<file path="src/rtl/imem_dmem_arbiter.sv">
// Shares one single-port memory bus between instruction fetch and data access.
// Define ARVI_ARB_ROUND_ROBIN_EN for round-robin contention; default is D over I.
module imem_dmem_arbiter #(
  parameter int XLEN = 32,
  parameter int BE_W = XLEN / 8
) (
  input  logic            i_clk,
  input  logic            i_rst,
  input  logic            i_IC_DataReq,
  input  logic [XLEN-1:0] i_IM_Addr,
  output logic [XLEN-1:0] o_IM_Instr,
  output logic            o_IC_MemReady,
  input  logic            i_DM_MemRead,
  input  logic            i_DM_Wen,
  input  logic [XLEN-1:0] i_DM_Addr,
  input  logic [XLEN-1:0] i_DM_Wd,
  input  logic [BE_W-1:0] i_DM_byte_en,
  output logic [XLEN-1:0] o_DM_ReadData,
  output logic            o_DM_data_ready,
  output logic            o_MEM_req,
  output logic            o_MEM_we,
  output logic [XLEN-1:0] o_MEM_addr,
  output logic [XLEN-1:0] o_MEM_wdata,
  output logic [BE_W-1:0] o_MEM_byte_en,
  input  logic [XLEN-1:0] i_MEM_rdata,
  input  logic            i_MEM_ready
);

  typedef enum logic [1:0] {
    S_IDLE,
    S_SERVE,
    S_RESP
  } state_e;

  localparam logic OWN_I = 1'b0;
  localparam logic OWN_D = 1'b1;

  state_e            state_q, state_d;
  logic              owner_q, owner_d;
  logic              we_q, we_d;
  logic [XLEN-1:0]   addr_q, addr_d;
  logic [XLEN-1:0]   wdata_q, wdata_d;
  logic [BE_W-1:0]   be_q, be_d;
  logic [XLEN-1:0]   instr_q, instr_d;
  logic [XLEN-1:0]   rdata_q, rdata_d;
  logic              req_q, req_d;
  logic              ic_rdy_q, ic_rdy_d;
  logic              dm_rdy_q, dm_rdy_d;

  logic              d_req;
  logic              i_req;
  logic              grant_d;

  assign d_req = i_DM_Wen | i_DM_MemRead;
  assign i_req = i_IC_DataReq;

`ifdef ARVI_ARB_ROUND_ROBIN_EN
  logic last_q, last_d;

  // On contention the side that did not win last time goes next.
  always_comb begin
    if (d_req && i_req) grant_d = (last_q == OWN_I);
    else                grant_d = d_req;
  end
`else
  assign grant_d = d_req;
`endif

  always_comb begin
    state_d  = state_q;
    owner_d  = owner_q;
    we_d     = we_q;
    addr_d   = addr_q;
    wdata_d  = wdata_q;
    be_d     = be_q;
    instr_d  = instr_q;
    rdata_d  = rdata_q;
    req_d    = 1'b0;
    ic_rdy_d = 1'b0;
    dm_rdy_d = 1'b0;
`ifdef ARVI_ARB_ROUND_ROBIN_EN
    last_d   = last_q;
`endif
    unique case (state_q)
      S_IDLE: begin
        if (d_req || i_req) begin
          state_d = S_SERVE;
          req_d   = 1'b1;
          owner_d = grant_d;
`ifdef ARVI_ARB_ROUND_ROBIN_EN
          last_d  = grant_d;
`endif
          if (grant_d == OWN_D) begin
            we_d    = i_DM_Wen;
            addr_d  = i_DM_Addr;
            wdata_d = i_DM_Wd;
            be_d    = i_DM_byte_en;
          end else begin
            we_d    = 1'b0;
            addr_d  = i_IM_Addr;
            wdata_d = '0;
            be_d    = '1;
          end
        end
      end
      S_SERVE: begin
        if (i_MEM_ready) begin
          state_d = S_RESP;
          if (owner_q == OWN_I) begin
            instr_d  = i_MEM_rdata;
            ic_rdy_d = 1'b1;
          end else begin
            if (!we_q) rdata_d = i_MEM_rdata;
            dm_rdy_d = 1'b1;
          end
        end else begin
          req_d = 1'b1;
        end
      end
      S_RESP: begin
        state_d = S_IDLE;
      end
      default: begin
        state_d = S_IDLE;
      end
    endcase
  end

  always_ff @(posedge i_clk) begin
    if (i_rst) begin
      state_q  <= S_IDLE;
      owner_q  <= OWN_I;
      we_q     <= 1'b0;
      addr_q   <= '0;
      wdata_q  <= '0;
      be_q     <= '0;
      instr_q  <= '0;
      rdata_q  <= '0;
      req_q    <= 1'b0;
      ic_rdy_q <= 1'b0;
      dm_rdy_q <= 1'b0;
`ifdef ARVI_ARB_ROUND_ROBIN_EN
      last_q   <= OWN_D;
`endif
    end else begin
      state_q  <= state_d;
      owner_q  <= owner_d;
      we_q     <= we_d;
      addr_q   <= addr_d;
      wdata_q  <= wdata_d;
      be_q     <= be_d;
      instr_q  <= instr_d;
      rdata_q  <= rdata_d;
      req_q    <= req_d;
      ic_rdy_q <= ic_rdy_d;
      dm_rdy_q <= dm_rdy_d;
`ifdef ARVI_ARB_ROUND_ROBIN_EN
      last_q   <= last_d;
`endif
    end
  end

  assign o_MEM_req       = req_q;
  assign o_MEM_we        = we_q;
  assign o_MEM_addr      = addr_q;
  assign o_MEM_wdata     = wdata_q;
  assign o_MEM_byte_en   = be_q;
  assign o_IM_Instr      = instr_q;
  assign o_DM_ReadData   = rdata_q;
  assign o_IC_MemReady   = ic_rdy_q;
  assign o_DM_data_ready = dm_rdy_q;

endmodule

</file>
<file path="config.mk">
export PLATFORM = sky130hd
export DESIGN_NAME = imem_dmem_arbiter
export DESIGN_NICKNAME = d
export VERILOG_FILES = /design/src/rtl/imem_dmem_arbiter.sv
export SDC_FILE = /design/constraint.sdc
export NUM_CORES = 1
export LEC_CHECK = 0
export CAP_MARGIN = 10
export CORE_UTILIZATION = 40
export CTS_CLUSTER_SIZE = 14
export DETAILED_ROUTE_END_ITERATION = 8
export GPL_TIMING_DRIVEN = 0
export HOLD_SLACK_MARGIN = 0.03
export PLACE_DENSITY = 0.8
export SYNTH_ARGS = -nofsm -noshare
export SYNTH_HDL_FRONTEND = slang
export SYNTH_SLANG_ARGS = --single-unit
</file>
<file path="constraint.sdc">
create_clock -name i_clk -period 2.1 [get_ports i_clk]
set_clock_uncertainty 0.15 [all_clocks]
set_input_delay 0.315 -clock i_clk [delete_from_list [all_inputs] [get_ports i_clk]]
set_output_delay 0.315 -clock i_clk [all_outputs]
set_load 0.005 [all_outputs]
</file>
== Word-level counts from Yosys, hierarchy flattened ==
Cells that the tools add are included.

* Register bits after elaboration: 139
* Bits of input ports: 138
* Logic and storage cells: 38

* Equal/unequal tests: 3
* Muxes and demuxes: 12
* Bitwise logic cells: 5
* Reductions and logical operators: 7

{| class="wikitable"
|+ Operators with widths
! operator !! count
|-
| 2-to-1 mux 32 bit || 2
|-
| 2-to-1 mux 1 bit || 5
|-
| 2-to-1 mux 2 bit || 2
|-
| 2-to-1 mux 4 bit || 1
|-
| != test 2 bit, second input constant || 2
|-
| inverter 1 bit || 4
|-
| one-hot mux 2 bit (2 select lines) || 1
|-
| AND reduction 2 bit || 2
|-
| AND reduction 4 bit || 1
|-
| AND reduction 3 bit || 1
|-
| OR reduction 3 bit || 1
|-
| equality test 2 x 1 -> 1 bit, second input constant || 1
|-
| logical NOT 2 bit || 1
|-
| one-hot mux 1 bit (2 select lines) || 1
|-
| logical OR 1 bit || 1
|-
| bitwise OR 1 bit || 1
|}

== Logic depth before layout (Yosys ltp) ==
* Depth after elaboration: 4
* Mapped depth: 5
* Mapped depth without buffers: 3

== Worst setup path before layout ==
No wires, ideal clock.

* Kind: in2reg
* From: input port i_DM_MemRead
* To: register addr_q[5], in the netlist o_MEM_addr[5]
* Library setup time: 0.134 ns
* Arrival: 1.231 ns
* Required time: 1.816 ns
* Setup slack: 0.586 ns
* Cell stages on the path: 5
* Path buffers: 2
* Cells stage by stage: or3_1 buf_2 buf_2 a21oi_1 a311oi_1

* Word-level cells in the longest chain between the ends: 3

{| class="wikitable"
|+ Ends and longest elaborated chain
! item !! RTL line !! text
|-
| start, declared || 13 || <nowiki>input logic i_DM_MemRead,</nowiki>
|-
| bitwise OR 1 bit (*) || 54 || <nowiki>assign d_req = i_DM_Wen | i_DM_MemRead;</nowiki>
|-
| logical OR 1 bit || 86 || <nowiki>if (d_req || i_req) begin</nowiki>
|-
| AND reduction 2 bit (no source line) || -- ||
|-
| end signal, assigned || 149 || <nowiki>addr_q <= addr_d;</nowiki>
|-
| end, declared || 41 || <nowiki>logic [XLEN-1:0] addr_q, addr_d;</nowiki>
|}

Every way passes the cells marked *; elsewhere a longest branch is shown, timed or not.
A chain may end at the register's enable or synchronous reset.

== Final worst setup path ==
* From: input port i_rst
* To: register addr_q[31], in the netlist o_MEM_addr[31]

{| class="wikitable"
|+ RTL lines
! item !! RTL line !! text
|-
| start, declared || 8 || <nowiki>input logic i_rst,</nowiki>
|}

No word-level cell between the ends.

==> impl_metrics.toml <==
[setup_path]
cpPeakStageDelay_ns = 0.65
crit_top_cell = "clkbuf_1"
critPathCapture = "o_MEM_addr[31]"
cp.depth = 5
timing.rr.end = "o_MEM_addr[24]"
path_max_fanout = 10
critPathTopFamily = "buffers and inverters"
path_cells = "clkdlybuf4s50_1 -> clkbuf_1 -> buf_2 -> clkbuf_1 -> a311oi_1"
cp_num_buf_inv = 4
path_class = "input pin to flip-flop"
reg2reg_depth = 5
critPathCaptureType = "flip-flop"
cp.required_ns = 2.24
worstSetupStartpoint = "i_rst"
cp_slowest_cell = "clkdlybuf4s50_1"
arrival_ns = 2.11
timing.critical_path.from_type = "input pin"
reg2reg_from = "state_q[1]"
r2r_slack_ns = 0.34

[detailed_routing]
remaining_drc_errors = 0
wl_mm = 18.0
drt_iter0_markers = 323
ant_nets = 0
drt-pass1-iter-count = 5
vias = 5539
via_per_inst = 5.21
avgRoutedWirePerCell_um = 16.9

[finish]
area_growth_pct = 66.9
drive_gt1_frac = 0.0755
nets = 1012
diodes = 0

[clock_tree]
cts_tree = "yes"
htreeDepth = 4
cts_sinks = 139
clkSlewWorstSetupHoldPaths_ns = 0.06
cts_buffers = 17
cts_setup_buffers = 0
postCtsHoldBufs = 0
insertion_delay_ns = 0.42
clk_path_buf_depth = 2
cts_root_buf = "clkbuf_16"

[synthesis]
synth_cells = 582
synth_area_per_cell_um2 = 9.33
synth_area_um2 = 5430
synth_top_area_frac = 0.512
yosysWarnings = 0
yosysUniqueCellTypes = 27
syn_nets = 720
yosys.area.top_type = "dfxtp_1"
synth_seq_area_share = 0.512
synthTopCellsByArea = "dfxtp_1 51%, nand2b_1 7.5%, nand2_1 6.6%"
ys_ff_latch = 139

[floorplanning]
rows = 42
die_y_um = 119
die-area_um2 = 14000
die_w_um = 119
start_util = 0.410
ios = 274
coreArea_um2 = 13200

[pwr]
p_leak_nw = 3.50
power_density_nw_per_um2 = 834
irDropWorstVdd_uv = 578
p_total_mw = 7.56

[sta]
maxSlewViolCount = 0
max_slew.worst_pin.slew_ns = 0.507
period_share = 0.937
fin_crit_ns = 1.97
final-setup-viol-count = 0
finalHoldViolCount = 0
rsz0062_at_grt = "false"
max_freq_ghz = 0.508
slew_headroom = 0.662
whs_ns = 0.304

[hold_path]
hold_path_class = "flip-flop to flip-flop"

[grt]
grt_overflow = 0
antenna_found_initial = 0
grt_start_max_net_pins = 17
grt_pass1_wl_mm = 28.1
grt_usage = 0.257
grt_pass1_vias = 5469

[placed_design]
dp_hpwl_mm = 13.2
place_congestion = 0.895
port_buffers = 273

[outcome]
outcome = "complete, no violations"

[run]
drv_cap = 0
worst register-to-register path: stages, from the launching register on:
cell      delay, ns
dfxtp_1        0.35
or2_1          0.23
buf_2          0.17
a21oi_2        0.27
buf_2          0.31
a311oi_1       0.15
routing by layer:
metal  track usage  part of all wire  up-vias
met5             0                 0        -
met4         0.123             0.034        0
met3        0.0603             0.061       43
met2         0.447              0.50      232
met1         0.297              0.40     2637
li1              -                 -     2627
through the flow:
| step | cells | worst slack [ns] | utilization | area (um2) | setup TNS, ns |
|---|---|---|---|---|---|
| after global placement | 1031 | -0.326 | 0.633 | 8380 | -23.39 |
| after floorplan | 582 | 0.586 | - | 5430 | 0 |
| final | 1063 | 0.133 | 0.685 | 9070 | 0 |
| after detailed placement | 1031 | -0.344 | 0.633 | 8380 | -24.95 |
| after CTS | 1063 | 0.0939 | 0.684 | 9060 | 0 |
| after global routing | 1063 | 0.000188 | 0.685 | 9070 | 0 |
worst min path at each step:
| stage | from | end | slack, ns | depth (start not counted) |
|---|---|---|---|---|
| 5_1_grt | i_IM_Addr[17] | o_MEM_addr[17] | 0.31 | 3 |
| 3_5_place_dp | o_IM_Instr[2] | o_IM_Instr[2] | 0.30 | 2 |
| 3_3_place_gp | o_IM_Instr[26] | o_IM_Instr[26] | 0.29 | 2 |
| 4_1_cts | i_IM_Addr[0] | o_MEM_addr[0] | 0.30 | 3 |
| 6_report | o_IM_Instr[13] | o_IM_Instr[13] | 0.30 | 2 |
| 2_1_floorplan | i_MEM_ready | o_MEM_req | 0.28 | 1 |
what timing repair did:
action	in CTS	in global routing
resized for setup	0	6
endpoints found under the setup margin	0	8
endpoints found under the hold margin	0	0
logic make-up (layout without fill, tap and decap cells):
kind of cell	count (synthesis)	after routing	synth area share
AOI/OAI and AO/OA	172	172	0.205
and+or+nand+nor	183	183	0.166
buffers and inverters	56	361	0.0571
DFF	139	139	0.512
muxes	32	32	0.0590
final cells by class:
type,instances,area [um2]
fill,1075,4180
sequential,139,2780
timing repair buffer,273,2730
multi-input combinational,387,2340
clock buffer,19,443
buffer,55,310
clock inverter,13,235
tap,176,220
inverter,1,3.75
report_power, final:
part           internal, mW  switching [mW]  leakage (nW)
combinational         0.717           0.479          2.04
clock                  2.27            1.18         0.325
sequential             2.82           0.101          1.14
sequential cells by signal, summed over array words and instances, names as in the netlist:
signal	count
o_DM_ReadData	32
o_MEM_req	1
state_q	2
o_IM_Instr	32
o_MEM_wdata	32
owner_q	1
o_IC_MemReady	1
o_DM_data_ready	1
o_MEM_we	1
o_MEM_byte_en	4
o_MEM_addr	32
cell usage in the layout, fill, tap and decap left out, types with 6 or more instances in the layout:
cell	instances
clkdlybuf4s50_1	273
dfxtp_1	139
nand2_1	96
a21oi_1	69
nand2b_1	65
o21ai_0	34
a311oi_1	32
a22o_1	32
mux2i_1	32
clkbuf_1	24
buf_2	20
clkbuf_16	17
nor3_1	8
bufinv_16	6
synthesized netlist by cell type, drive strengths merged:
master,number
or3b,1
nand3b,2
nand4bb,1
inv,1
nor2,5
dfxtp,139
or3,1
a22o,32
o21ai,35
mux2i,32
a311oi,32
or2,1
buf,29
nand2b,65
and4bb,1
a21oi,71
and2,1
nor3,9
nand2,96
clkbuf,26
a2111oi,2
(Power assumes the default switching activity.)
